[src/rtl/cylon_sequencer_if.sv]
// Signal bundle between the cylon sequencer, its button/tick sources and the LED pins.
// The master side drives tick and button pulses; the slave side is the sequencer.
interface cylon_sequencer_if #(
  parameter int LED_COUNT       = 8,
  parameter int CLOCK_BIT_WIDTH = 30
);
  localparam int POS_W = $clog2(LED_COUNT);

  logic                       tick;
  logic                       speed_up;
  logic                       speed_down;
  logic                       pause_toggle;
  logic [CLOCK_BIT_WIDTH-1:0] clks_per_pulse;
  logic [3:0]                 speed_level;
  logic [LED_COUNT-1:0]       leds;
  logic [POS_W-1:0]           position;
  logic                       direction;
  logic                       paused;

  modport master (
    output tick, speed_up, speed_down, pause_toggle,
    input  clks_per_pulse, speed_level, leds, position, direction, paused
  );

  modport slave (
    input  tick, speed_up, speed_down, pause_toggle,
    output clks_per_pulse, speed_level, leds, position, direction, paused
  );
endinterface

[src/rtl/cylon_sequencer.sv]
// Sweeps a single lit LED back and forth on each generator tick, with pause/resume
// and a saturating speed level that sets the generator period.
module cylon_sequencer #(
  parameter int                         LED_COUNT       = 8,
  parameter int                         CLOCK_BIT_WIDTH = 30,
  parameter logic [CLOCK_BIT_WIDTH-1:0] BASE_PERIOD     = 30'd100_000_000,
  parameter int                         SPEED_LEVELS    = 8,
  parameter int                         SPEED_RESET     = 3
) (
  input  logic               clk,
  input  logic               reset,
  cylon_sequencer_if.slave   bus
);
  localparam int                 POS_W    = $clog2(LED_COUNT);
  localparam logic [POS_W-1:0]   POS_MAX  = POS_W'(LED_COUNT - 1);
  localparam logic [POS_W-1:0]   POS_TURN = POS_W'(LED_COUNT - 2);
  localparam logic [3:0]         LVL_MAX  = 4'(SPEED_LEVELS - 1);
  localparam logic [3:0]         LVL_RST  = 4'(SPEED_RESET);

  typedef enum logic [1:0] {
    SWEEP_UP   = 2'd0,
    SWEEP_DOWN = 2'd1,
    PAUSED     = 2'd2
  } state_t;

  state_t                     state_q, state_nx;
  logic [POS_W-1:0]           pos_q, pos_nx;
  logic                       dir_q, dir_nx;
  logic                       resume_q, resume_nx;
  logic                       paused_q;
  logic [LED_COUNT-1:0]       leds_q;
  logic [3:0]                 lvl_q, lvl_nx;
  logic [CLOCK_BIT_WIDTH-1:0] period_q;

  function automatic logic [CLOCK_BIT_WIDTH-1:0] period_for(input logic [3:0] lvl);
    return BASE_PERIOD >> lvl;
  endfunction

  // Simultaneous up/down cancel; each direction saturates at its end.
  function automatic logic [3:0] level_step(input logic [3:0] lvl,
                                            input logic up, input logic down);
    logic [3:0] res;
    res = lvl;
    if (up && !down && lvl < LVL_MAX)
      res = lvl + 4'd1;
    else if (down && !up && lvl != 4'd0)
      res = lvl - 4'd1;
    return res;
  endfunction

  function automatic logic [LED_COUNT-1:0] one_hot(input logic [POS_W-1:0] pos);
    return LED_COUNT'(1) << pos;
  endfunction

  // pause_toggle takes priority over tick in every state.
  always_comb begin
    state_nx  = state_q;
    pos_nx    = pos_q;
    dir_nx    = dir_q;
    resume_nx = resume_q;
    case (state_q)
      SWEEP_UP: begin
        if (bus.pause_toggle) begin
          state_nx  = PAUSED;
          resume_nx = dir_q;
        end else if (bus.tick) begin
          if (pos_q < POS_MAX) begin
            pos_nx = pos_q + POS_W'(1);
          end else begin
            pos_nx   = POS_TURN;
            state_nx = SWEEP_DOWN;
            dir_nx   = 1'b0;
          end
        end
      end
      SWEEP_DOWN: begin
        if (bus.pause_toggle) begin
          state_nx  = PAUSED;
          resume_nx = dir_q;
        end else if (bus.tick) begin
          if (pos_q != '0) begin
            pos_nx = pos_q - POS_W'(1);
          end else begin
            pos_nx   = POS_W'(1);
            state_nx = SWEEP_UP;
            dir_nx   = 1'b1;
          end
        end
      end
      PAUSED: begin
        if (bus.pause_toggle)
          state_nx = resume_q ? SWEEP_UP : SWEEP_DOWN;
      end
      default: state_nx = SWEEP_UP;
    endcase
    lvl_nx = level_step(lvl_q, bus.speed_up, bus.speed_down);
  end

  always_ff @(posedge clk or posedge reset) begin
    if (reset) begin
      state_q  <= SWEEP_UP;
      pos_q    <= '0;
      dir_q    <= 1'b1;
      resume_q <= 1'b1;
      paused_q <= 1'b0;
      leds_q   <= LED_COUNT'(1);
      lvl_q    <= LVL_RST;
      period_q <= period_for(LVL_RST);
    end else begin
      state_q  <= state_nx;
      pos_q    <= pos_nx;
      dir_q    <= dir_nx;
      resume_q <= resume_nx;
      paused_q <= (state_nx == PAUSED);
      leds_q   <= one_hot(pos_nx);
      lvl_q    <= lvl_nx;
      period_q <= period_for(lvl_nx);
    end
  end

  assign bus.clks_per_pulse = period_q;
  assign bus.speed_level    = lvl_q;
  assign bus.leds           = leds_q;
  assign bus.position       = pos_q;
  assign bus.direction      = dir_q;
  assign bus.paused         = paused_q;
endmodule

[src/flat_wrapper.sv]
// flat-port wrapper written by rule: the top's interface ports become plain ports
module cylon_sequencer_flat 
#(
  parameter int                         LED_COUNT       = 8,
  parameter int                         CLOCK_BIT_WIDTH = 30,
  parameter logic [CLOCK_BIT_WIDTH-1:0] BASE_PERIOD     = 30'd100_000_000,
  parameter int                         SPEED_LEVELS    = 8,
  parameter int                         SPEED_RESET     = 3
)
  (clk, reset, bus_tick, bus_speed_up, bus_speed_down, bus_pause_toggle, bus_clks_per_pulse, bus_speed_level, bus_leds, bus_position, bus_direction, bus_paused);
  cylon_sequencer_if #(.LED_COUNT(LED_COUNT), .CLOCK_BIT_WIDTH(CLOCK_BIT_WIDTH)) bus_i ();
  input  logic clk;
  input  logic reset;
  input wire logic [$bits(bus_i.tick)-1:0] bus_tick;
  input wire logic [$bits(bus_i.speed_up)-1:0] bus_speed_up;
  input wire logic [$bits(bus_i.speed_down)-1:0] bus_speed_down;
  input wire logic [$bits(bus_i.pause_toggle)-1:0] bus_pause_toggle;
  output wire logic [$bits(bus_i.clks_per_pulse)-1:0] bus_clks_per_pulse;
  output wire logic [$bits(bus_i.speed_level)-1:0] bus_speed_level;
  output wire logic [$bits(bus_i.leds)-1:0] bus_leds;
  output wire logic [$bits(bus_i.position)-1:0] bus_position;
  output wire logic [$bits(bus_i.direction)-1:0] bus_direction;
  output wire logic [$bits(bus_i.paused)-1:0] bus_paused;
  assign bus_i.tick = bus_tick;
  assign bus_i.speed_up = bus_speed_up;
  assign bus_i.speed_down = bus_speed_down;
  assign bus_i.pause_toggle = bus_pause_toggle;
  assign bus_clks_per_pulse = bus_i.clks_per_pulse;
  assign bus_speed_level = bus_i.speed_level;
  assign bus_leds = bus_i.leds;
  assign bus_position = bus_i.position;
  assign bus_direction = bus_i.direction;
  assign bus_paused = bus_i.paused;
  cylon_sequencer #(.LED_COUNT(LED_COUNT), .CLOCK_BIT_WIDTH(CLOCK_BIT_WIDTH), .BASE_PERIOD(BASE_PERIOD), .SPEED_LEVELS(SPEED_LEVELS), .SPEED_RESET(SPEED_RESET)) u_core (.clk(clk), .reset(reset), .bus(bus_i));
endmodule
[config.mk]
export PLATFORM = sky130hd
export DESIGN_NAME = cylon_sequencer_flat
export DESIGN_NICKNAME = d
export VERILOG_FILES = /design/src/rtl/cylon_sequencer_if.sv /design/src/rtl/cylon_sequencer.sv /design/src/flat_wrapper.sv
export SDC_FILE = /design/constraint.sdc
export NUM_CORES = 1
export LEC_CHECK = 0
export ABC_AREA = 1
export CORE_UTILIZATION = 31
export CTS_CLUSTER_SIZE = 8
export DETAILED_ROUTE_END_ITERATION = 10
export GPL_ROUTABILITY_DRIVEN = 0
export PLACE_DENSITY_LB_ADDON = 0.15
export SETUP_SLACK_MARGIN = 0.15
export SLEW_MARGIN = 40
export SYNTH_ARGS = -nofsm -noshare
export SYNTH_HDL_FRONTEND = slang
export SYNTH_SLANG_ARGS = --single-unit
[constraint.sdc]
create_clock -name clk -period 2.12 [get_ports clk]
set_clock_uncertainty 0.05 [all_clocks]
set_input_delay 0.318 -clock clk [delete_from_list [all_inputs] [get_ports clk]]
set_output_delay 0.318 -clock clk [all_outputs]
set_load 0.01 [all_outputs]
### After elaboration in Yosys (flattened, before gate mapping)

Index checks and enable logic that the tools add are counted.

* add/sub/neg operators: 4
* $mul: 0
* div/mod/pow operators: 0
* $lt $le $gt $ge: 2
* eq/ne operators: 9
* shift-type cells: 2
* muxes and demuxes: 25
* bitwise gates (word level): 0
* reduce and logical (&&, ||, !) cells: 13

Operators by type and width (count)
* $shr A27 B4 Y30 const A: 1
* $mux W3: 6
* $mux W2: 7
* $ne A2 B2 Y1 const B: 6
* $mux W4: 2
* $shl A1 B3 Y8 const A: 1
* $mux W1: 7
* $reduce_and A7 Y1: 1
* $pmux W2 S3: 1
* $pmux W3 S2: 1
* $add A4 B1 Y4 const B: 1
* $eq A2 B2 Y1 const B: 2
* $logic_and A1 B1 Y1: 4
* $lt A4 B3 Y1 const B: 1
* $reduce_bool A4 Y1: 1
* $sub A4 B1 Y4 const B: 1
* $add A3 B1 Y3 const B: 1
* $lt A3 B3 Y1 const B: 1
* $reduce_bool A3 Y1: 1
* $sub A3 B1 Y3 const B: 1
* $eq A2 B1 Y1 const B: 1
* $logic_not A1 Y1: 2
* $logic_not A2 Y1: 1
* $pmux W1 S2: 1
* other kinds (3): 3

* register bits: 50
* latch bits: 0
* bits in writable memories: 0
* ROM bits: 0
* output and inout bits: 47
* logic and storage cells: 63
* memories: 0

### Depth between registers and ports, before layout

Gate-level depths: netlist of the first run.

* word-level depth: 6
* gate-level depth with buffers: 13
* mapped depth without buffers: 13

### Worst setup path before layout of the first run

Ideal clock, no wire load.

* path type: reg-to-reg
* start point: reg u_core.lvl_q[0], in the netlist u_core.bus.speed_level[0]
* end point: reg u_core.period_q[0], in the netlist u_core.bus.clks_per_pulse[0]
* setup time: 128 ps
* data arrival time: 1684 ps
* required time: 1942 ps
* setup slack: 258 ps
* stages on the path, launching flop included: 14
* buffers on the path: 1
* period minus slack after synthesis: 1862 ps
* cells stage by stage: dfstp_2 > inv_1 > ha_1 > nand2_1 > nand2_2 > nand2_1 > nand2_1 > nand2_1 > buf_4 > nand3_4 > nand2_1 > nand2_1 > inv_1 > nor2_1

* longest elaborated chain between the ends: 5

Ends and longest elaborated chain
* start: declaration: line cylon_sequencer.sv:32 `logic [3:0] lvl_q, lvl_nx;`
* start signal: assignment: line cylon_sequencer.sv:116 `lvl_q <= lvl_nx;`
* parallel branches: the longest is 3 deep, another holds $sub A4 B1 Y4
* $mux W4 (*): line cylon_sequencer.sv:44 `if (up && !down && lvl < LVL_MAX)`
* $shr A27 B4 Y30 (*): line cylon_sequencer.sv:36 `return BASE_PERIOD >> lvl;`
* end signal: assignment: line cylon_sequencer.sv:108 `period_q <= period_for(LVL_RST);`
* end signal: assignment: line cylon_sequencer.sv:117 `period_q <= period_for(lvl_nx);`
* end: declaration: line cylon_sequencer.sv:33 `logic [CLOCK_BIT_WIDTH-1:0] period_q;`

Every way passes the cells marked *.
A chain may end at the register's enable or synchronous reset.

### Worst setup path after layout of the first run

* start point: reg u_core.lvl_q[1], in the netlist u_core.bus.speed_level[1]
* end point: reg u_core.period_q[6], in the netlist u_core.bus.clks_per_pulse[6]

* longest elaborated chain between the ends: 5

Ends and longest elaborated chain (line)
* parallel branches: the longest is 3 deep, another holds $sub A4 B1 Y4
* $mux W4 (*): cylon_sequencer.sv:44
* net u_core.lvl_nx[2]: cylon_sequencer.sv:32
* $shr A27 B4 Y30 (*): cylon_sequencer.sv:36

Mark *: on every way through the listed nets, which the timed path passes.

==> results of run 1 <==
## cell type report
| class | instances | share of cell area (%) |
|---|---|---|
| flip-flops and latches | 47 | 36.8 |
| multi-input cells | 163 | 30.1 |
| repair buffers | 72 | 22.0 |
| well taps | 96 | 3.69 |
| inverters | 27 | 3.34 |
| clock buffers | 6 | 2.23 |
| clock inverters | 2 | 1.84 |
## logic make-up (layout without fill, tap and decap cells)
family | after synthesis | after routing | share of synthesized area, %
fa+ha+maj | 6 | 6 | 3.43
flops | 47 | 47 | 54.8
mux | 1 | 1 | 0.515
compound gates | 27 | 27 | 7.33
buf+inv | 34 | 107 | 7.10
simple gates | 125 | 126 | 26.7
other cells | 1 | 3 | 0.172
## cells in the mapped netlist (2+ instances only)
library cell,n
a21oi_1,6
buf_4,5
dfrtp_1,30
dfstp_2,17
ha_1,6
inv_1,22
inv_2,5
nand2_1,66
nand2_2,3
nand3_1,18
nand3_2,2
nand4_1,2
nor2_1,24
nor2_4,5
o21ai_0,8
o21ai_1,6
or2_2,2
## stage by stage
stage	utilization [%]	setup slack, ns	total power (W)	cells
after floorplan	-	0.258	0.00288	243
final	47.9	0.231	0.00521	413
after global routing	47.9	0.113	0.00561	413
after global placement	42.1	-0.0350	0.00399	392
after detailed placement	42.1	-0.0507	0.00398	392
after CTS	45.0	0.134	0.00490	406
## how the worst min path moves through the flow
stage | startpoint | end | depth (start not counted)
2_1_floorplan | u_core.state_q[1]$_DFF_PP0_ | u_core.bus.direction$_DFFE_PP1P_ | 1
3_3_place_gp | u_core.bus.direction$_DFFE_PP1P_ | u_core.bus.direction$_DFFE_PP1P_ | 2
3_5_place_dp | u_core.bus.direction$_DFFE_PP1P_ | u_core.bus.direction$_DFFE_PP1P_ | 2
4_1_cts | reset | u_core.bus.clks_per_pulse[9]$_DFF_PP0_ | 2
5_1_grt | reset | u_core.bus.clks_per_pulse[7]$_DFF_PP0_ | 2
6_report | reset | u_core.bus.clks_per_pulse[7]$_DFF_PP0_ | 2
## registers in the layout, indices dropped and copies added, names as in the netlist
signal	count
u_core.bus.direction	1
u_core.bus.position	3
u_core.state_q	2
u_core.bus.leds	8
u_core.resume_q	1
u_core.bus.clks_per_pulse	27
u_core.bus.speed_level	4
u_core.bus.paused	1
## cells in the final DEF (no fill, tap or decap), types with 6 or more instances in the layout
cell and count:
buf_4 15, inv_2 6, clkdlybuf4s50_1 47, a21oi_1 6, inv_1 18, nand3_1 18, buf_6 6, o21ai_0 8
nand2_1 54, dfstp_2 17, nand2_2 13, nor2_1 20, dfrtp_1 30
## power by group through the flow
stage | Sequential (W) | Clock [W] | Combinational [W]
2_1_floorplan | 0.00171 | 0 | 0.00117
3_3_place_gp | 0.00157 | 0 | 0.00243
3_5_place_dp | 0.00156 | 0 | 0.00242
4_1_cts | 0.00154 | 0.000795 | 0.00256
5_1_grt | 0.00159 | 0.000822 | 0.00320
6_report | 0.00155 | 0.000763 | 0.00290
## critical path, stage by stage (launching register included)
cell and delay [ns]:
dfstp_2 0.61, inv_4 0.06, ha_4 0.18, a31oi_4 0.19, nor2_1 0.10, nor2_4 0.25, buf_6 0.16, nand2_1 0.06
nand3_1 0.07, nand2_1 0.06
## metal layers
metal / up-vias / share of wire [%]
met5: - / 0
met4: 0 / 0.51
met3: 2 / 3.4
met2: 38 / 50
met1: 874 / 46
li1: 908 / -
## what timing repair did
item                                    4_1_cts  5_1_grt
endpoints found under the hold margin         0        0
gates cloned                                  1        0
endpoints found under the setup margin       18       29
gates resized for setup                       6       42
pin swaps                                     3        6
buffers inserted                              5        7
==> results by group, run 1 <==
Outcome
  • Outcome: completed

Finish
  • Sequential Area: 1200 sq um
  • Area of the multi-input gates: 981 sq um
  • # nets final: 328
  • Antenna Cells: 0
  • Fill count: 659
  • Synth-to-layout area growth: 48.9%
  • Layout cells sized above 1: 30.3%
  • Finished Cell Area: 3260 sq um

Synth
  • Ys flop type: dfrtp_1
  • Post-synth top area cell: dfrtp_1
  • Cells after Synth: 241
  • Cell variety after synth: 31
  • Largest cells by area after synthesis: dfrtp_1, dfstp_2, nand2_1, nand3_1, nor2_1
  • Yosys reg bits: 47
  • YS warnings: 0
  • Syn Area/Cell: 9.07 sq um
  • Seq/Total Area, Yosys: 54.8%
  • Netlist Area Pre-Place: 2190 sq um
  • Fraction of registers with async set/reset: 100%
  • Number of synthesized flops with an enable pin: 0
  • Share of the synthesized area in the top cell type: 34.3%

Pwr
  • Sw frac: 37.9%
  • VDD IR-drop max: 844 uV
  • Leak Pwr: 1.53 nW
  • PD cells: 1600 nW/um^2
  • Net switching power: 0.00197 W
  • Reg power frac: 29.8%
  • P_int: 0.00324 W
  • Clock share of power: 14.6%
  • Gate power share: 55.6%

Clock tree
  • CTS Buf Count: 5
  • Clock buffer depth: 2
  • Hold buffer count at cts: 0
  • CTS tree: built
  • Root Buffer: clkbuf_8
  • Worst-skew pair later-pin latency: 0.29 ns
  • CTS sink count: 47
  • # H-tree levels: 2
  • Worst-path clk slew: 0.08 ns

Global route
  • Global-route wire length before repair: 7810 microns
  • GR Layer Usage met3: 2.69%
  • Total congestion overflow: 0
  • Largest net degree at the start of global routing: 31
  • Met2 Resource Use GR: 22.2%
  • GRT Util Overall: 13.5%
  • Grt met1 use: 17.8%
  • Vias in the first global route: 1693
  • Initial antenna violation count: 0
  • Grt peak-use layer: met2

Placement
  • DP HPWL: 3360 microns
  • Post-DP Area: 2860 sq um
  • Input/output buffers: 49

Die
  • Die ar.: 7390 sq um
  • Cell Rows: 30
  • Die width: 86.0 microns
  • Die extent in y: 86.0 microns
  • Io pins: 53
  • Initial Util: 32.2%
  • Core box area: 6790 sq um

Route
  • First-iteration detailed-routing DRC count: 77
  • Final wirelength: 4870 microns
  • Routed vias: 1822
  • Post-DR vias/cell: 4.41
  • Routed Antenna Nets: 0
  • Residual DRC: 0
  • WL/cell: 11.8 microns
  • First-pass DRT Iterations: 5

Setup path
  • Data arrival time of the worst path: 2.03 ns
  • Reg2Reg Setup Slack: 0.23 ns
  • R2R depth: 9
  • Startpoint Class: flip-flop
  • RR Endpoint: u_core.bus.clks_per_pulse[6]$_DFF_PP0_
  • Critical path class: flip-flop to flip-flop
  • Required time worst endpoint: 2.26 ns
  • Capture point of the worst path: u_core.bus.clks_per_pulse[6]$_DFF_PP0_
  • Reg-to-reg startpoint: u_core.bus.speed_level[1]$_DFF_PP1_
  • Worst setup path start: u_core.bus.speed_level[1]$_DFF_PP1_
  • CP endpoint kind: flip-flop
  • CP max FO: 6

Timing
  • Final setup vio count: 0
  • Fin Setup TNS: 0 ns
  • Endpoints failing hold: 0
  • Period Utilization, post-route: 89.1%
  • Post-layout minimum cycle time: 1.89 ns
  • RSZ-0062 raised after global routing: true
  • Fmax: 529 MHz
  • Hold slack: 0.272 ns
  • Count of pins over their slew limit: 0

Worst hold path
  • Hold crit path type: input pin to async pin

Run
  • Maxcap violations: 0
Note: power is estimated with default switching activity, not from simulation.
==> run 2: changes to the inputs <==
--- a/config.mk
+++ b/config.mk
@@ -6,6 +6,7 @@
 export NUM_CORES = 1
 export LEC_CHECK = 0
 export ABC_AREA = 1
+export CORE_MARGIN = 2
 export CORE_UTILIZATION = 31
 export CTS_CLUSTER_SIZE = 8
 export DETAILED_ROUTE_END_ITERATION = 10
==> run 2 against run 1 <==
Compared with the run above: via count shrank 2.3%; utilization shrank 1.3 points; highest routed layer unchanged; fmax shrank 5.5%; critical endpoint is now u_core.bus.clks_per_pulse[3]$_DFF_PP0_; routed wire length grew 0.25%; critical path depth grew 4; sequential power is essentially flat.
==> results by group, run 2 (synthesized netlist as in run 1, its figures left out) <==
Route
  • Final wirelength: 4880 microns (+0.25%)
  • WL/cell: 11.7 microns (-0.72%)
  • First-pass DRT Iterations: 4 (-1)
  • Routed Antenna Nets: 0 (unchanged)
  • First-iteration detailed-routing DRC count: 57 (-26%)
  • Routed vias: 1780 (-2.3%)
  • Post-DR vias/cell: 4.27 (-3.2%)
  • Residual DRC: 0 (unchanged)

Die
  • Die ar.: 7740 sq um (+4.7%)
  • Core box area: 6790 sq um (unchanged)
  • Initial Util: 32.2% (unchanged)
  • Io pins: 53 (unchanged)
  • Die extent in y: 88.0 microns (+2.3%)
  • Cell Rows: 30 (unchanged)
  • Die width: 88.0 microns (+2.3%)

Timing
  • Period Utilization, post-route: 94.3% (+5.2 points)
  • Post-layout minimum cycle time: 2.00 ns (+0.110 ns)
  • Count of pins over their slew limit: 0 (unchanged)
  • Final setup vio count: 0 (unchanged)
  • RSZ-0062 raised after global routing: true
  • Fmax: 500 MHz (-5.5%)
  • Hold slack: 0.311 ns (+0.0391 ns)
  • Endpoints failing hold: 0 (unchanged)

Global route
  • Largest net degree at the start of global routing: 48 (+55%)
  • Initial antenna violation count: 0 (unchanged)
  • Global-route wire length before repair: 7840 microns (+0.36%)
  • GRT Util Overall: 13.1% (-0.41 points)
  • Total congestion overflow: 0 (unchanged)
  • Vias in the first global route: 1684 (-0.53%)

Clock tree
  • Clock buffer depth: 2 (unchanged)
  • Worst-path clk slew: 0.08 ns (about the same)
  • CTS sink count: 47 (unchanged)
  • Hold buffer count at cts: 0 (unchanged)
  • CTS Buf Count: 5 (unchanged)
  • CTS tree: built
  • # H-tree levels: 2 (unchanged)
  • Root Buffer: clkbuf_8
  • Worst-skew pair later-pin latency: 0.29 ns (about the same)

Finish
  • # nets final: 332 (+1.2%)
  • Largest register FFs: 27 (unchanged)
  • Finished Cell Area: 3170 sq um (-2.7%)
  • Layout cells sized above 1: 29.0% (-1.3 points)
  • Commonest non-fill, non-tap cell in the layout: nand2_1
  • Synth-to-layout area growth: 44.9%
  • Final core utilization: 46.6% (-1.3 points)
  • Antenna Cells: 0 (unchanged)
  • Most frequent cells in the layout: nand2_1, clkdlybuf4s50_1, dfrtp_1

Placement
  • Post-DP Area: 2900 sq um (+1.6%)
  • Input/output buffers: 49 (unchanged)
  • DP HPWL: 3310 microns (-1.4%)

Run
  • Maxcap violations: 0 (unchanged)

Setup path
  • CP max FO: 5 (-1)
  • Data arrival time of the worst path: 2.18 ns (+0.15 ns)
  • Required time worst endpoint: 2.31 ns (+0.05 ns)
  • Critical path class: flip-flop to flip-flop
  • CP endpoint kind: flip-flop
  • Startpoint Class: flip-flop

Pwr
  • VDD IR-drop max: 704 uV (-17%)
  • PD cells: 1530 nW/um^2 (-4.3%)
  • Total Power: 0.00485 W (-6.8%)
  • Leak Pwr: 1.50 nW (-2.0%)

Worst hold path
  • Hold crit path type: input pin to async pin

Outcome
  • Outcome: completed
run 2: cell count changes in the layout (fill, tap and decap cells not counted), sizes merged:
cell | before | now
buf | 23 | 26
clkinv | 0 | 3
bufinv | 2 | 0
clkdlybuf4s50 | 47 | 49
dlymetal6s2s | 2 | 0
clkinvlp | 0 | 1
nand2 | 71 | 70
run 2: where the power goes:
group	leakage [nW]	internal, W	total [W]	switching [W]
clock network	0.0412	0.000231	0.000523	0.000292
logic	0.912	0.00135	0.00279	0.00144
registers	0.548	0.00136	0.00154	0.000179
run 2: critical path: stages, from the launching register on:
cell and delay, ns:
dfstp_2 0.57, buf_6 0.12, inv_4 0.04, ha_4 0.17, nand2_4 0.08, nand2_4 0.06, buf_6 0.12, nor2_4 0.10
nand2_2 0.07, o21ai_4 0.13, clkinv_4 0.14, nor2_4 0.14, nand2_1 0.07, nand2_1 0.07
run 2: area by class of cell:
type	instances	area, sq um
inverters	27	109
well taps	96	120
clock inverters	2	12.5
clock buffers	6	72.6
multi-input cells	162	916
fillers	653	3630
repair inverters	2	11.3
repair buffers	75	729
flip-flops and latches	47	1200
run 2: repair_timing:
action / in CTS / in global routing
endpoints found under the setup margin: 22 / 27
endpoints found under the hold margin: 0 / 0
pin swaps: 0 / 6
resized for setup: 4 / 30
cloned: 0 / 2
setup buffers: 1 / 8
run 2: per-layer routing:
metal	track usage [%]	vias to the layer above	share of wire, %
li1	-	906	-
met1	17.1	821	46
met2	21.7	45	49
met3	3.11	8	3.9
met4	4.06	0	1.2
met5	0	-	0
run 2: path summary, 6_finish.rpt:
| check | start | to | slack (ns) | cells past startpoint |
|---|---|---|---|---|
| min in group clk | u_core.bus.direction$_DFFE_PP1P_ | u_core.bus.direction$_DFFE_PP1P_ | 0.45 | 2 |
| min reg2reg | u_core.bus.direction$_DFFE_PP1P_ | u_core.bus.direction$_DFFE_PP1P_ | 0.45 | 2 |
| max in group asynchronous | reset | u_core.bus.clks_per_pulse[19]$_DFF_PP1_ | 1.43 | 3 |
| min | reset | u_core.bus.clks_per_pulse[22]$_DFF_PP0_ | 0.31 | 3 |
| max reg2reg | u_core.bus.speed_level[0]$_DFF_PP1_ | u_core.bus.clks_per_pulse[3]$_DFF_PP0_ | 0.12 | 13 |
| max | u_core.bus.speed_level[0]$_DFF_PP1_ | u_core.bus.clks_per_pulse[3]$_DFF_PP0_ | 0.12 | 13 |
run 2: per-stage QoR:
step / setup WS, ns / instances / setup TNS (ns)
global route: 0.0690 / 417 / 0
floorplan: 0.258 / 243 / 0
global placement: -0.0312 / 398 / -0.0312
finish: 0.121 / 417 / 0
detailed placement: -0.0527 / 398 / -0.0686
CTS: 0.155 / 407 / 0
